**config.mk**
```make
export PLATFORM = sky130hd
export DESIGN_NAME = lbist_prpg
export DESIGN_NICKNAME = d
export VERILOG_FILES = /design/src/rtl/lbist_prpg.sv
export SDC_FILE = /design/constraint.sdc
export NUM_CORES = 1
export LEC_CHECK = 0
export ABC_AREA = 0
export BUFFER_PORTS_ARGS = -buffer_cell sky130_fd_sc_hd__buf_2
export CORE_MARGIN = 10
export CORE_UTILIZATION = 45
export DETAILED_ROUTE_END_ITERATION = 12
export PLACE_DENSITY = 0.7
export SLEW_MARGIN = 20
export SYNTH_ARGS = -nofsm -noshare
export SYNTH_HDL_FRONTEND = slang
export SYNTH_SLANG_ARGS = --single-unit
```
**constraint.sdc**
```tcl
create_clock -name clk -period 2.2 [get_ports clk]
set_input_delay 0.11 -clock clk [delete_from_list [all_inputs] [get_ports clk]]
set_output_delay 0.11 -clock clk [all_outputs]
set_load 0.05 [all_outputs]
```
**src/rtl/lbist_prpg.sv**
```systemverilog
// lbist_prpg: parametrised external-XOR LFSR pattern generator with a
// start/run/done session controller, a programmable pattern count and a
// valid/ready output handshake. Optional macro RPG_ALL_ZERO_EN turns the
// LFSR into a de Bruijn counter that also visits the all-zero state.
module lbist_prpg #(
  parameter int unsigned        BITS  = 4,
  parameter logic [BITS-1:0]    POLY  = 4'b0011,
  parameter logic [BITS-1:0]    SEED  = 4'b1000,
  parameter int unsigned        CNT_W = 16
) (
  input  logic             clk,
  input  logic             rst,
  input  logic             seed_load,
  input  logic [BITS-1:0]  seed_in,
  input  logic             start,
  input  logic             stop,
  input  logic [CNT_W-1:0] num_pat,
  output logic [BITS-1:0]  pattern,
  output logic             pat_valid,
  input  logic             pat_ready,
  output logic             busy,
  output logic             done,
  output logic             wrapped,
  output logic [CNT_W-1:0] pat_cnt
);

  typedef enum logic [1:0] {S_IDLE, S_RUN, S_DONE} state_t;

  state_t           r_state;
  logic [BITS-1:0]  r_lfsr;
  logic [BITS-1:0]  r_seed;
  logic [CNT_W-1:0] r_cnt;
  logic [CNT_W-1:0] r_target;
  logic             r_valid;
  logic             r_busy;
  logic             r_done;
  logic             r_wrapped;

  logic             w_fb;
  logic [BITS-1:0]  w_next;
  logic [BITS-1:0]  w_seed_sel;
  logic [CNT_W-1:0] w_cnt_inc;
  logic             w_last;

  // Feedback, next LFSR state, runtime seed qualification and count compare
  always_comb begin
    w_fb = ^(POLY & r_lfsr);
`ifdef RPG_ALL_ZERO_EN
    w_fb       = w_fb ^ (r_lfsr[BITS-1:1] == '0);
    w_seed_sel = seed_in;
`else
    w_seed_sel = (seed_in == '0) ? SEED : seed_in;
`endif
    w_next    = {w_fb, r_lfsr[BITS-1:1]};
    w_cnt_inc = r_cnt + 1'b1;
    w_last    = (r_target != '0) && (w_cnt_inc == r_target);
  end

  // Session FSM with registered status outputs; LFSR advances only on accept
  always_ff @(posedge clk) begin
    if (rst) begin
      r_state   <= S_IDLE;
      r_lfsr    <= SEED;
      r_seed    <= SEED;
      r_cnt     <= '0;
      r_target  <= '0;
      r_valid   <= 1'b0;
      r_busy    <= 1'b0;
      r_done    <= 1'b0;
      r_wrapped <= 1'b0;
    end else begin
      r_wrapped <= 1'b0;
      case (r_state)
        S_IDLE, S_DONE: begin
          // Load takes effect before a same-cycle start, so RUN begins at seed_in
          if (seed_load) begin
            r_lfsr <= w_seed_sel;
            r_seed <= w_seed_sel;
          end
          if (start) begin
            r_state  <= S_RUN;
            r_cnt    <= '0;
            r_target <= num_pat;
            r_valid  <= 1'b1;
            r_busy   <= 1'b1;
            r_done   <= 1'b0;
          end
        end
        S_RUN: begin
          if (pat_ready) begin
            r_cnt     <= w_cnt_inc;
            r_lfsr    <= w_next;
            r_wrapped <= (w_next == r_seed);
          end
          if (stop || (pat_ready && w_last)) begin
            r_state <= S_DONE;
            r_valid <= 1'b0;
            r_busy  <= 1'b0;
            r_done  <= 1'b1;
          end
        end
        default: begin
          r_state <= S_IDLE;
          r_valid <= 1'b0;
          r_busy  <= 1'b0;
          r_done  <= 1'b0;
        end
      endcase
    end
  end

  assign pattern   = r_lfsr;
  assign pat_valid = r_valid;
  assign busy      = r_busy;
  assign done      = r_done;
  assign wrapped   = r_wrapped;
  assign pat_cnt   = r_cnt;

endmodule

```
* After elaboration in Yosys (flattened, before gate mapping) *
Cells that the tools add are included.

cells by class
  reductions and logical operators = 15
  add/subtract/negate cells = 1
  bitwise operators = 2
  mux-type cells = 16
  equal/unequal tests = 8

operators by type and width
  kind                                                                    number
  16-bit two-way mux                                                      2
  16-bit one-hot mux with 2 select lines                                  1
  16-bit by 1-bit adder with 16-bit output (second input constant)        1
  16-bit equality test                                                    1
  16-bit nonzero test                                                     1
  4-bit two-way mux                                                       3
  2-bit inequality test (second input constant)                           4
  4-bit one-hot mux with 2 select lines                                   1
  2-bit AND reduction                                                     3
  3-bit AND reduction                                                     2
  4-bit equality test                                                     1
  4-bit logical NOT                                                       1
  1-bit two-way mux                                                       4
  2-bit two-way mux                                                       2
  1-bit one-hot mux with 2 select lines                                   2
  2-bit one-hot mux with 2 select lines                                   1
  4-bit XOR reduction                                                     1
  3-bit OR reduction                                                      1
  2-bit by 1-bit equality test with 1-bit output (second input constant)  1
  2-bit equality test (second input constant)                             1
  1-bit logical AND                                                       2
  2-bit logical NOT                                                       1
  1-bit NOT                                                               2
  2-bit nonzero test                                                      1
  other kinds (2)                                                         2

storage, ports and cells
  bits in registers = 45
  output and inout port bits = 24
  word-level logic and storage cells = 50

* Logic depth before layout (Yosys ltp) *
  word-level depth = 7
  depth in mapped cells = 9
  depth with buffers taken out = 8

* Least setup slack after synthesis *
No wires, ideal clock.

  path type = register -> register
  start = reg r_cnt[0] (netlist: pat_cnt[0])
  end = reg r_busy (netlist: busy)
  slack = -0.476 ns
  period minus slack after synthesis = 2.676 ns
  buffers on the path = 1
  data required time = 2.066 ns
  cell stages (with the launch flop) = 10
  setup time = 0.134 ns
  data arrival time = 2.542 ns
  cells stage by stage = dfxtp_1 -> ha_1 -> buf_2 -> and3_2 -> and3_2 -> o221ai_1 -> o22a_1 -> or4_4 -> o2111ai_2 -> a211oi_1

on the way
  word-level cells in the longest chain between the ends = 7

RTL lines
  element                                   line  RTL
  start, declared                           32    logic [CNT_W-1:0] r_cnt;
  start signal, assigned                    91    r_cnt <= w_cnt_inc;
  16-bit by 1-bit adder with 16-bit output  55    w_cnt_inc = r_cnt + 1'b1;
  16-bit equality test                      56    w_last = (r_target != '0) && (w_cnt_inc == r_target);
  1-bit logical AND                         56
  1-bit logical AND                         95    if (stop || (pat_ready && w_last)) begin
  1-bit logical OR                          95
  2-bit inequality test (no source line)    --
  2-bit AND reduction (no source line)      --
  end signal, assigned                      85    r_busy <= 1'b1;
  end signal, assigned                      98    r_busy <= 1'b0;
  end signal, assigned                      105   r_busy <= 1'b0;
  end, declared                             35    logic r_busy;

Every way passes these cells.
A chain may end at the register's enable or synchronous reset.

* Worst setup path in the final report *
Same ends and word-level chain as after synthesis.

==> impl_metrics.tcl <==
set metrics [dict create \
    outcome "completed" \
    synth_top_area_share_pct 34.1 \
    grt_max_degree 28 \
    synth_cell_types 49 \
    drv_slew 0 \
    met1_usage_pct 22.6 \
    p_seq_share_pct 51.0 \
    synth_edf_count 0 \
    nNetsFinal 425 \
    intPower_w 0.00116 \
    antenna_found_initial 0 \
    worstPathMaxFanout 8 \
    drv_cap 0 \
    final_core_util_pct 56.8 \
    drive_above_1_share_pct 27.8 \
    wire_per_inst_um 15.6 \
    crit_arrival_ps 2340 \
    ys.flop_type "dfxtp_1" \
    drtIter0Drc 330 \
    core_area_um2 5540 \
    critPathLaunch "pat_cnt[0]" \
    required_ps 2370 \
    synth_warnings 0 \
    syn_inst 345 \
    initial_core_util_pct 46.6 \
    clk_pin_slew_worst_paths_ps 90 \
    r2r_cells 8 \
    start_kind "flip-flop" \
    dr.pass1.iters 4 \
    diodes 0 \
    fin_skew_ps 12.3 \
    r2r_start "pat_cnt[0]" \
    rrSetupSlack_ps 40 \
    finalSetupTns_ps 0 \
    reg2reg_to "busy" \
    ctsHoldBuffers 0 \
    drc 0 \
    grtUsageMet2_pct 24.5 \
    peakVddDrop_v 0.000372 \
    detail-route-antenna-nets 0 \
    synth-seq-cells 44 \
    die_w_um 95.8 \
    fillers 550 \
    synthesis.area_um2 2580 \
    clockBufferDepth 2 \
    worst_slew_pin_slew_ps 515 \
    yosys-top-cells-area "dfxtp_1 34%, nand2_1 9.7%, a21oi_1 6.8%" \
    switching_share_pct 31.3 \
    htree_levels 2 \
    finalWirelength_um 7360 \
    crit_end "busy" \
    root_buffer "clkbuf_8" \
    synth_common_cells "67 x nand2_1, 44 x dfxtp_1, 35 x a21oi_1" \
    grt_pass1_wl_um 12000 \
    die_area_um2 9170 \
    slew_headroom_pct 65.6 \
    stdcell_area_um2 3140 \
    overflow 0 \
    total_leakage_power_nw 1.23 \
    min_period_over_period_pct 98.3 \
    hold_class "input pin to flip-flop" \
    power_switching_w 0.000531 \
    synth_async_sr_flop_share_pct 0 \
    yosysTopAreaCell "dfxtp_1" \
    max_freq_mhz 462 \
    grt-busiest-layer "met2" \
    grt_pass1_vias 2395 \
    via_per_inst 5.53 \
    setup_viol 0 \
    grt_util_met3_pct 4.28 \
    synth.most_common_cell "nand2_1" \
    cp-end-kind "flip-flop" \
    hpwl_um 5510 \
    cts_tree "done" \
    crit_type "flip-flop to flip-flop" \
    synth.avg_cell_area_um2 7.49 \
    synth_nets 372 \
    hold-worst-slack_ps 34.1 \
    track_usage_pct 16.3 \
    gp_congestion 0.930 \
    seq_area_frac_synth_pct 34.1 \
    hold_viol_final 0 \
    rows 27 \
    power_density_nw_per_um2 539 \
    die_h_um 95.8 \
    portBuffers 49 \
    boundaryPins 50 \
    clock-sinks 44 \
    num_vias 2603 \
    clkLatencyLatePin_ps 310 \
    combPwrFrac_pct 18.8 \
    rsz0062_at_grt "yes" \
    period_minus_slack_ps 2160 \
    placed_area_um2 3010 \
    cts_made_buffers 5 \
    area_growth_syn_to_layout_pct 21.8 \
    clockPowerShare_pct 30.2 \
]
-- worst max-delay path, stage by stage, from the launching register on --
cell and delay (ps):
dfxtp_4 390, ha_4 180, and3_4 230, and3_4 210, o221ai_2 80, o22a_1 220
or4_4 450, o2111ai_2 200, a211oi_1 90
-- cells in the final DEF (no fill, tap or decap), types with 2 or more instances in the layout --
cell type   n
buf_4      25
o21ai_0    13
nand2_1    67
a2111oi_0   2
nor2_1     33
a31oi_1     2
nor3_1      4
and2_1      2
dfxtp_4    11
a22oi_1     4
buf_2      49
nand3b_1    3
nand3_1    10
nand4_1     7
clkbuf_8    5
dfxtp_2     2
nor4_1      6
xor2_1      7
and3_4      2
a211oi_1    2
a311oi_1    7
nand2b_1    3
xnor2_1    15
inv_1       3
nor2b_1     5
a21oi_1    35
dfxtp_1    31
or3_1       6
and4_1      3
and3_1      2
nor3b_1     4
a221oi_1    2
-- layer usage --
layer / share of wire (%) / wire [um]
met5: 0 / 0
met2: 44 / 3250
met4: 0.87 / 64
met1: 48 / 3520
met3: 7.1 / 519
-- final cells by class --
class,count,area (um2),share of cell area [%]
tap,72,90.1,2.87
clock inverter,2,10.0,0.318
sequential,44,925,29.4
clock buffer,6,72.6,2.31
inverter,3,11.3,0.358
multi-input combinational,270,1600,51.0
timing repair buffer,74,433,13.8
-- worst min path at each step --
stage | cells past startpoint | to | slack (ps) | start
2_1_floorplan | 2 | r_seed[0] | 250 | seed_in[0]
3_3_place_gp | 3 | r_target[2] | 350 | num_pat[2]
3_5_place_dp | 3 | r_target[8] | 360 | num_pat[8]
4_1_cts | 3 | r_target[8] | 30 | num_pat[8]
5_1_grt | 3 | r_target[4] | 40 | num_pat[4]
6_report | 3 | r_target[8] | 30 | num_pat[8]
-- state kept, by name, indices dropped and copies added, names as in the netlist --
signal / count
busy: 1
done: 1
wrapped: 1
pat_cnt: 16
pattern: 4
r_state: 1
r_seed: 4
r_target: 16
-- per-stage QoR --
step                worst slack [ps]  instances  power, W
detailed placement              12.7        460   0.00119
CTS                             27.9        468   0.00170
finish                          37.2        471   0.00169
floorplan                      -7.53        345   0.00109
global placement                61.3        460   0.00119
global route                   -40.1        471   0.00178
-- power by group through the flow --
| stage | combinational, W | clock (W) | sequential, W |
|---|---|---|---|
| 6_report | 0.000318 | 0.000512 | 0.000864 |
| 5_1_grt | 0.000351 | 0.000558 | 0.000868 |
| 4_1_cts | 0.000317 | 0.000523 | 0.000863 |
| 3_5_place_dp | 0.000312 | 0 | 0.000882 |
| 3_3_place_gp | 0.000309 | 0 | 0.000880 |
| 2_1_floorplan | 0.000188 | 0 | 0.000906 |
-- logic make-up after synthesis --
kind of cell	synth area share [%]
AOI/OAI and AO/OA	19.9
xor gates and xnor gates	7.80
adders and majority gates	0.484
buffers and inverters	5.96
DFF	34.1
and+or+nand+nor	31.7
-- what timing repair did --
item / in CTS / in global routing
gates cloned: 0 / 0
buffers inserted: 0 / 3
endpoints found under the setup margin: 2 / 2
gates resized for setup: 2 / 4
pin swaps: 0 / 5
Power figures use the tool's default switching activity.
